## src/rtl/riscky_pkg.sv

```systemverilog
// riscky_pkg: shared state enum, opcodes and datapath select encodings for the multicycle core.
// The JAL state exists only when RISCKY_JAL_EN is defined.
package riscky_pkg;
   typedef enum logic [3:0] {
      FETCH, DECODE, MEMADR, MEMREAD, MEMWB, MEMWRITE, EXECUTER, EXECUTEI, ALUWB, BEQ
`ifdef RISCKY_JAL_EN
      , JAL
`endif
   } state_t;
   localparam logic [6:0] OP_LW  = 7'b0000011;
   localparam logic [6:0] OP_SW  = 7'b0100011;
   localparam logic [6:0] OP_R   = 7'b0110011;
   localparam logic [6:0] OP_I   = 7'b0010011;
   localparam logic [6:0] OP_BEQ = 7'b1100011;
   localparam logic [6:0] OP_JAL = 7'b1101111;
   localparam logic [1:0] ALU_ADD = 2'b00;
   localparam logic [1:0] ALU_SUB = 2'b01;
   localparam logic [1:0] ALU_FUNCT = 2'b10;
   localparam logic [1:0] RES_ALUOUT = 2'b00;
   localparam logic [1:0] RES_READ = 2'b01;
   localparam logic [1:0] RES_ALURESULT = 2'b10;
   localparam logic [1:0] SRCA_PC = 2'b00;
   localparam logic [1:0] SRCA_OLDPC = 2'b01;
   localparam logic [1:0] SRCA_RS1 = 2'b10;
   localparam logic [1:0] SRCB_RS2 = 2'b00;
   localparam logic [1:0] SRCB_IMM = 2'b01;
   localparam logic [1:0] SRCB_FOUR = 2'b10;
   localparam logic [1:0] IMM_I = 2'b00;
   localparam logic [1:0] IMM_S = 2'b01;
   localparam logic [1:0] IMM_B = 2'b10;
   localparam logic [1:0] IMM_J = 2'b11;
endpackage

```

## src/rtl/imm_src_decoder.sv

```systemverilog
// imm_src_decoder: combinational opcode to immediate-format select.
// J format is decoded only when RISCKY_JAL_EN is defined.
module imm_src_decoder
   import riscky_pkg::*;
(
   input  logic [6:0] op,
   output logic [1:0] imm_src
);
`ifdef RISCKY_JAL_EN
   assign imm_src = op == OP_SW ? IMM_S : op == OP_BEQ ? IMM_B : op == OP_JAL ? IMM_J : IMM_I;
`else
   assign imm_src = op == OP_SW ? IMM_S : op == OP_BEQ ? IMM_B : IMM_I;
`endif
endmodule

```

## src/rtl/multicycle_controller.sv

```systemverilog
// multicycle_controller: Moore FSM sequencing the shared-ALU RISC-V datapath with MEM_WAIT-cycle memories.
// Define RISCKY_JAL_EN to add the jal path.
module multicycle_controller
   import riscky_pkg::*;
#(
   parameter int MEM_WAIT = 0
) (
   input  logic       clk,
   input  logic       rst,
   input  logic [6:0] op,
   input  logic       zero,
   output logic       PCWrite,
   output logic       AdrSrc,
   output logic       MemWrite,
   output logic       IRWrite,
   output logic       RegWrite,
   output logic [1:0] ResultSrc,
   output logic [1:0] ALUSrcA,
   output logic [1:0] ALUSrcB,
   output logic [1:0] ALUOp,
   output logic [1:0] ImmSrc,
   output logic       illegal
);
   state_t state, state_n;
   logic [3:0] cnt;
   logic mem_st, done, pc_update, branch, ir_write, reg_write, mem_write, ill;

   assign mem_st = state inside {FETCH, MEMREAD, MEMWRITE};
   assign done = cnt == 4'(MEM_WAIT);

   // counter only runs inside memory states, so it is already 0 on entry to the next one
   always_ff @(posedge clk or posedge rst) begin
      if (rst) begin
         state <= FETCH;
         cnt <= '0;
      end else begin
         state <= state_n;
         cnt <= mem_st && !done ? cnt + 4'd1 : '0;
      end
   end

   always_comb begin
      state_n = state;
      AdrSrc = 1'b0;
      ResultSrc = RES_ALUOUT;
      ALUSrcA = SRCA_PC;
      ALUSrcB = SRCB_RS2;
      ALUOp = ALU_ADD;
      pc_update = 1'b0;
      branch = 1'b0;
      ir_write = 1'b0;
      reg_write = 1'b0;
      mem_write = 1'b0;
      ill = 1'b0;
      case (state)
         FETCH: begin
            ALUSrcB = SRCB_FOUR;
            ResultSrc = RES_ALURESULT;
            ir_write = done;
            pc_update = done;
            state_n = done ? DECODE : FETCH;
         end
         DECODE: begin
            ALUSrcA = SRCA_OLDPC;
            ALUSrcB = SRCB_IMM;
            case (op)
               OP_LW, OP_SW: state_n = MEMADR;
               OP_R:         state_n = EXECUTER;
               OP_I:         state_n = EXECUTEI;
               OP_BEQ:       state_n = BEQ;
`ifdef RISCKY_JAL_EN
               OP_JAL:       state_n = JAL;
`endif
               default: begin
                  ill = 1'b1;
                  state_n = FETCH;
               end
            endcase
         end
         MEMADR: begin
            ALUSrcA = SRCA_RS1;
            ALUSrcB = SRCB_IMM;
            state_n = op == OP_LW ? MEMREAD : MEMWRITE;
         end
         MEMREAD: begin
            AdrSrc = 1'b1;
            state_n = done ? MEMWB : MEMREAD;
         end
         MEMWB: begin
            ResultSrc = RES_READ;
            reg_write = 1'b1;
            state_n = FETCH;
         end
         MEMWRITE: begin
            AdrSrc = 1'b1;
            mem_write = 1'b1;
            state_n = done ? FETCH : MEMWRITE;
         end
         EXECUTER: begin
            ALUSrcA = SRCA_RS1;
            ALUOp = ALU_FUNCT;
            state_n = ALUWB;
         end
         EXECUTEI: begin
            ALUSrcA = SRCA_RS1;
            ALUSrcB = SRCB_IMM;
            ALUOp = ALU_FUNCT;
            state_n = ALUWB;
         end
         ALUWB: begin
            reg_write = 1'b1;
            state_n = FETCH;
         end
         BEQ: begin
            ALUSrcA = SRCA_RS1;
            ALUOp = ALU_SUB;
            branch = 1'b1;
            state_n = FETCH;
         end
`ifdef RISCKY_JAL_EN
         JAL: begin
            ALUSrcA = SRCA_OLDPC;
            ALUSrcB = SRCB_FOUR;
            pc_update = 1'b1;
            state_n = ALUWB;
         end
`endif
         default: state_n = FETCH;
      endcase
   end

   // strobes are gated by rst so nothing fires while reset is held
   assign PCWrite = !rst && (pc_update || (branch && zero));
   assign IRWrite = !rst && ir_write;
   assign MemWrite = !rst && mem_write;
   assign RegWrite = !rst && reg_write;
   assign illegal = !rst && ill;

   imm_src_decoder u_imm (
      .op(op),
      .imm_src(ImmSrc)
   );
endmodule

```

## config.mk

```make
export PLATFORM = sky130hd
export DESIGN_NAME = multicycle_controller
export DESIGN_NICKNAME = d
export VERILOG_FILES = /design/src/rtl/riscky_pkg.sv /design/src/rtl/imm_src_decoder.sv /design/src/rtl/multicycle_controller.sv
export SDC_FILE = /design/constraint.sdc
export NUM_CORES = 1
export LEC_CHECK = 0
export BUFFER_PORTS_ARGS = -buffer_cell sky130_fd_sc_hd__buf_2
export CORE_MARGIN = 2
export CORE_UTILIZATION = 47
export CTS_CLUSTER_SIZE = 30
export DETAILED_ROUTE_END_ITERATION = 16
export PLACE_DENSITY = 0.89
export SLEW_MARGIN = 20
export SYNTH_ARGS = -nofsm -noshare
export SYNTH_HDL_FRONTEND = slang
export SYNTH_SLANG_ARGS = --single-unit
```

## constraint.sdc

```tcl
create_clock -name clk -period 1.75 [get_ports clk]
set_input_delay 0.175 -clock clk [delete_from_list [all_inputs] [get_ports clk]]
set_output_delay 0.175 -clock clk [all_outputs]
set_load 0.03 [all_outputs]
```

==> metrics.cfg, run 1 <==
[yosys]
synth_compound_area_share_pct = 11.54
muxShareOfSynthArea_pct = 4.396
syn-cell-area_um2 = 683.2
synth.net_count = 95
yosys_register_bits = 8
ys.warnings.count = 0
postSynthAreaPerCell_um2 = 8.231
synth_top_family_by_area = simple AND/OR/NAND/NOR gates
yosys.area_share.adder_pct = 3.663
synth_xor_area_share_pct = 6.410
synth_cell_types = 32
syn_inst = 83
yosys.area_share.simple_pct = 36.81
yosysSeqAreaShare_pct = 29.30

[setup_path]
cp-start-kind = register
r2r-end = state[2]
ff2ff_path_depth = 7
startpoint = state[3]
cp-endpoint = illegal
cp.required_ps = 1570
critPathMaxFanout = 11
r2r-start = cnt[0]
worstSetupEndpointType = output pin
path_class = reg2out
r2r_slack_ps = 150
crit_arrival_ps = 1500

[route]
via_per_inst = 5.438
via_count = 707
ant_nets = 0
route.detailed.drc = 0
routedWlPerCell_um = 12.32
firstDrtPassIters = 4
drtIter0Drc = 17
wirelength_um = 1602

[global_routing]
overflow = 0
first_global_vias = 597
grt_use_total_pct = 18.29
grt_pass1_wl_um = 2642
antenna_found_initial = 0
grt_max_degree = 12

[place]
numPortBuffers = 25
gp_congestion = 0.7861
placedInstanceArea_um2 = 832.0
dp_hpwl_um = 1191

[cts]
clk_pin_slew_ps = 50
root_buffer = clkbuf_4
htree_levels = 1
cts_buffer_depth = 2
clkLatencyLatePin_ps = 240
cts_buffers = 3
cts_sinks = 8
cts_tree = yes

[timing]
tightest_slew_ps = 319.6
slew_headroom_pct = 78.42
finalCritPeriodShare_pct = 95.86
finalSetupViolations = 0
hold_viol = 0
fmax_ghz = 0.5961
period_needed_ps = 1678
final-max-slew-violation-count = 0
finClkSkew_ps = 1.660

[floorplan]
start_util_pct = 51.22
coreArea_um2 = 1334
dieArea_um2 = 1775
die_w_um = 42.13
io_pins = 26
placementRows = 13
die_y_um = 42.13

[finish]
multi_input_area_um2 = 462.9
final_cell_mix = 24 x buf_2, 10 x nor2_1, 7 x buf_4, 6 x nor3_1, 6 x nand2_1
final_common_cell = buf_2
final-seq-area_um2 = 205.2
utilization_pct = 69.14
layout.nets = 129
final_area_um2 = 922.1
syn2layout_area_growth_pct = 34.98
nFillCells = 112
n_antenna_cell = 0
final_layout_size_suffix_gt1_share_pct = 43.48

[pwr]
vdd_drop_max_mv = 0.4954
p_leak_uw = 0.0004630
power_density_nw_per_um2 = 1008
power_uw = 929.3

[outcome]
status = complete, no violations

[worst_hold_path]
hold_start = op[4]
hold_path_class = in2reg

[job]
cap_violations = 0

-- metrics by stage --
step / setup WS (ps) / TNS, ps / instances / hold slack [ps]
finish: 72.50 / 0 / 130 / 245.4
global placement: 230.5 / 0 / 121 / 192.8
global route: -19.01 / -19.01 / 130 / 268.5
floorplan: -34.50 / -34.50 / 83 / -9.342
CTS: 8.802 / 0 / 126 / 249.0
detailed placement: 149.3 / 0 / 121 / 193.5
-- critical path, cell delays in order (launching register included) --
cell     delay, ps
dfrtp_2        500
nor2_1         220
nand2_1        140
nor3_1         180
buf_2          220
-- how the worst min path moves through the flow --
stage / to / slack, ps / cells past startpoint
global placement: state[2] / 190 / 2
CTS: state[2] / 250 / 3
global route: state[2] / 270 / 3
finish: state[2] / 250 / 3
detailed placement: state[0] / 190 / 2
floorplan: cnt[0] / -9 / 1
-- metal layers --
layer,routed length [um],GRT usage (%),vias up,part of all wire (%)
li1,-,-,351,-
met3,86,1.293,0,5.4
met2,785,29.69,31,49
met5,0,0,-,0
met4,0,3.750,0,0
met1,730,26.65,325,46
-- flip-flops by register name, summed over array words and instances, names as in the netlist --
name	count
cnt	4
state	4
-- report_power, final --
| group | leakage (uW) | switching (uW) | total (uW) | internal, uW |
|---|---|---|---|---|
| Combinational | 0.000345 | 336 | 562 | 225 |
| Clock | 0.0000138 | 55.4 | 133 | 78.0 |
| Sequential | 0.000104 | 32.5 | 234 | 202 |
| Total | 0.000463 | 424 | 929 | 505 |
-- cell families after synthesis --
group | after synthesis
mux | 3
compound gates | 11
simple gates | 44
buf+inv | 10
xor+xnor | 5
flops | 8
fa+ha+maj | 2
-- layout make-up --
type | count | area share (%)
inverters | 6 | 2.442
repair buffers | 33 | 20.62
well taps | 15 | 2.035
clock buffers | 3 | 2.442
multi-input cells | 65 | 50.20
flip-flops and latches | 8 | 22.25
-- Yosys cell counts --
| cell | count | area share [%] |
|---|---|---|
| inv_1 | 6 | 3.3 |
| nor2b_1 | 2 | 1.8 |
| a21oi_1 | 4 | 2.9 |
| nor2b_2 | 1 | 1.3 |
| o211ai_1 | 1 | 1.1 |
| nand2b_1 | 3 | 2.7 |
| nor3b_4 | 1 | 2.7 |
| dfrtp_1 | 8 | 29 |
| nor2_1 | 11 | 6.0 |
| xor2_1 | 1 | 1.3 |
| a21o_1 | 2 | 2.2 |
| mux2i_1 | 3 | 4.4 |
| o211ai_2 | 1 | 1.8 |
| nor3_1 | 6 | 4.4 |
| and3_1 | 1 | 0.92 |
| nand3_1 | 2 | 1.5 |
| or3_1 | 2 | 1.8 |
| o311ai_0 | 1 | 1.3 |
| buf_2 | 2 | 1.5 |
| nor3b_1 | 1 | 1.1 |
| xnor2_1 | 4 | 5.1 |
| nor4_1 | 3 | 2.7 |
| and3b_1 | 1 | 1.3 |
| clkbuf_8 | 1 | 2.0 |
| or3_4 | 1 | 1.6 |
| nand4bb_1 | 1 | 1.6 |
| buf_4 | 1 | 1.1 |
| o21ai_0 | 1 | 0.73 |
| ha_1 | 2 | 3.7 |
| o32a_1 | 1 | 1.5 |
| nand2_1 | 7 | 3.8 |
| and2b_2 | 1 | 1.3 |
-- what timing repair did --
action | CTS | global route
hold endpoints to repair | 8 | 0
endpoints found under the setup margin | 2 | 3
gates resized for setup | 2 | 7
setup buffers | 1 | 4
hold buffers | 1 | 0
No activity file was read; power rests on OpenSTA's default activity.
==> run 2: changes to the inputs <==
--- a/config.mk
+++ b/config.mk
@@ -8,6 +8,7 @@
 export BUFFER_PORTS_ARGS = -buffer_cell sky130_fd_sc_hd__buf_2
 export CORE_MARGIN = 2
 export CORE_UTILIZATION = 47
+export CTS_CLUSTER_DIAMETER = 40
 export CTS_CLUSTER_SIZE = 30
 export DETAILED_ROUTE_END_ITERATION = 16
 export PLACE_DENSITY = 0.89
==> constraint.sdc (replaced) <==
create_clock -name clk -period 1.75 [get_ports clk]
set_input_delay 0.35 -clock clk [delete_from_list [all_inputs] [get_ports clk]]
set_output_delay 0.35 -clock clk [all_outputs]
set_load 0.03 [all_outputs]
==> run 2 against run 1 <==
- the run now ends with negative setup slack left
- non-clock buffer count rose by 6
- clock skew rose by 4.4 ps
- critical path depth did not move
- flip-flop and latch count did not move
- wire length rose by 24%
- highest routed layer is now met4
- largest power group unchanged
- fmax fell by 9.2%
- sequential power barely moved
- critical path type unchanged
- critical endpoint is now RegWrite
==> metrics.cfg, run 2 (same netlist as run 1, synthesis figures left out) <==
[cts]
clkLatencyLatePin_ps = 250  ; about the same
cts_hold_buf = 0  ; -1
cts_buffer_depth = 2  ; unchanged
cts_tree = yes
clk_pin_slew_ps = 60  ; about the same
root_buffer = clkbuf_4
cts_buffers = 3  ; unchanged
cts_sinks = 8  ; unchanged
htree_levels = 1  ; unchanged

[global_routing]
grt_max_degree = 9  ; -3
first_global_vias = 729  ; +22%
grt_pass1_wl_um = 3222  ; +22%
grt_use_total_pct = 22.99  ; +4.7 points
overflow = 0  ; unchanged
antenna_found_initial = 0  ; unchanged

[pwr]
netSwitchingFraction_pct = 45.15  ; -0.51 points
power_density_nw_per_um2 = 1014  ; +0.61%
switchingPower_uw = 492.6  ; +16%
clkPwrFrac_pct = 13.0  ; -1.3 points
combPwrFrac_pct = 65.3  ; +4.9 points
intPower_uw = 598.4  ; +18%
p_leak_uw = 0.0005169  ; +12%
p_seq_share_pct = 21.7  ; -3.5 points
vdd_drop_max_mv = 0.5778  ; +17%

[place]
gp_congestion = 0.8920  ; +13%
placedInstanceArea_um2 = 882.1  ; +6.0%
numPortBuffers = 25  ; unchanged
dp_slack_ps = 67.90  ; -81.36 ps
dp_hpwl_um = 1298  ; +9.0%

[route]
via_per_inst = 5.581  ; +2.6%
wirelength_um = 1985  ; +24%
via_count = 759  ; +7.4%
firstDrtPassIters = 4  ; unchanged
ant_nets = 0  ; unchanged
routedWlPerCell_um = 14.60  ; +18%
route.detailed.drc = 0  ; unchanged
drtIter0Drc = 14  ; -3

[timing]
final-max-slew-violation-count = 0  ; unchanged
finalWorstSetupSlack_ps = -97.48  ; -170.0 ps
tightest_slew_ps = 305.2  ; -14.35 ps
slew_headroom_pct = 79.46  ; +1.0 points
finalSetupViolations = 7  ; +7
period_needed_ps = 1847  ; +170.0 ps
hold_viol = 0  ; unchanged
finClkSkew_ps = 6.109  ; +4.449 ps
finalCritPeriodShare_pct = 105.6  ; +9.7 points
fmax_ghz = 0.5413  ; -9.2%
rsz0062_at_grt = yes

[setup_path]
r2r-end = state[1]
ff2ff_path_depth = 7  ; unchanged
r2r-start = cnt[0]
worstSetupEndpointType = output pin
cp-start-kind = register
critPathMaxFanout = 6  ; -5
r2r_slack_ps = 160  ; about the same
path_class = reg2out
crit_arrival_ps = 1500  ; about the same
cp.required_ps = 1400  ; -170 ps

[floorplan]
placementRows = 13  ; unchanged
die_y_um = 42.13  ; unchanged
start_util_pct = 51.22  ; unchanged
coreArea_um2 = 1334  ; unchanged
die_w_um = 42.13  ; unchanged
dieArea_um2 = 1775  ; unchanged
io_pins = 26  ; unchanged

[job]
cap_violations = 0  ; unchanged

[outcome]
status = finished with violations
violations = negative setup slack

[finish]
final_layout_size_suffix_gt1_share_pct = 53.72  ; +10 points
top_regs = cnt: 4 flops, state: 4 flops
final_area_um2 = 1076  ; +17%
n_antenna_cell = 0  ; unchanged
layout.nets = 135  ; +4.7%
final_cell_mix = 16 x buf_2, 16 x buf_4, 9 x nor2_1, 7 x buf_6
syn2layout_area_growth_pct = 57.51

[worst_hold_path]
hold_path_class = in2async

==> run 2: cell types whose count changed in the layout (fill, tap and decap cells not counted), moves of 2 or more <==
cell     previous run  this run
xnor2_1             4         2
buf_6               0         7
buf_4               7        16
nor3_1              6         4
buf_2              24        16
nor3_2              0         2
==> run 2: stage by stage <==
stage / setup TNS [ps] / std cells / util (%) / hold slack (ps) / power, uW
6_report: -300.6 / 136 / 80.68 / 136.1 / 1091
3_3_place_gp: 0 / 125 / 66.14 / 395.0 / 772.0
4_1_cts: -107.8 / 134 / 75.33 / 124.3 / 1017
2_1_floorplan: -543.8 / 83 / - / 165.7 / 654.7
3_5_place_dp: 0 / 125 / 66.14 / 396.2 / 789.6
5_1_grt: -841.4 / 136 / 80.68 / 160.1 / 1150
==> run 2: layer usage <==
metal	part of all wire [%]	vias up	wire [um]	GRT usage (%)
met2	56	23	1105	40.63
met3	2.9	4	58	2.155
met5	0	-	0	0
met1	40	368	786	28.46
met4	1.8	0	35	9.375
li1	-	364	-	-
==> run 2: layout make-up <==
type                       count  area, um^2
tap                           15       18.77
timing repair buffer          39       279.0
sequential                     8       205.2
inverter                       6       22.52
multi-input combinational     65       528.0
clock buffer                   3       22.52
fill                          79       257.7
==> run 2: timing repair <==
action                                  in CTS  in global routing
setup buffers                                6                  2
pin swaps                                    4                  5
resized for setup                           19                 12
endpoints found under the setup margin      11                  9
==> run 2: critical path: stages (launching register included) <==
cell     delay [ps]
dfrtp_2         460
buf_4           190
xnor2_1         140
nor4_1          240
buf_4           220
==> run 2: how the worst max path moves through the flow <==
stage | start | endpoint | slack, ps | cells past startpoint
4_1_cts | state[3] | PCWrite | -50 | 4
5_1_grt | state[3] | PCWrite | -150 | 4
6_report | state[3] | RegWrite | -100 | 4
3_3_place_gp | state[2] | PCWrite | 100 | 4
3_5_place_dp | state[0] | PCWrite | 70 | 5
2_1_floorplan | state[1] | ALUSrcB[1] | -160 | 2
==> run 2: power groups by stage <==
stage               clock [uW]  sequential [uW]  combinational [uW]
global route               150              240                 760
global placement             0              233                 539
floorplan                    0              217                 438
CTS                        145              232                 641
detailed placement           0              237                 552
finish                     142              237                 712
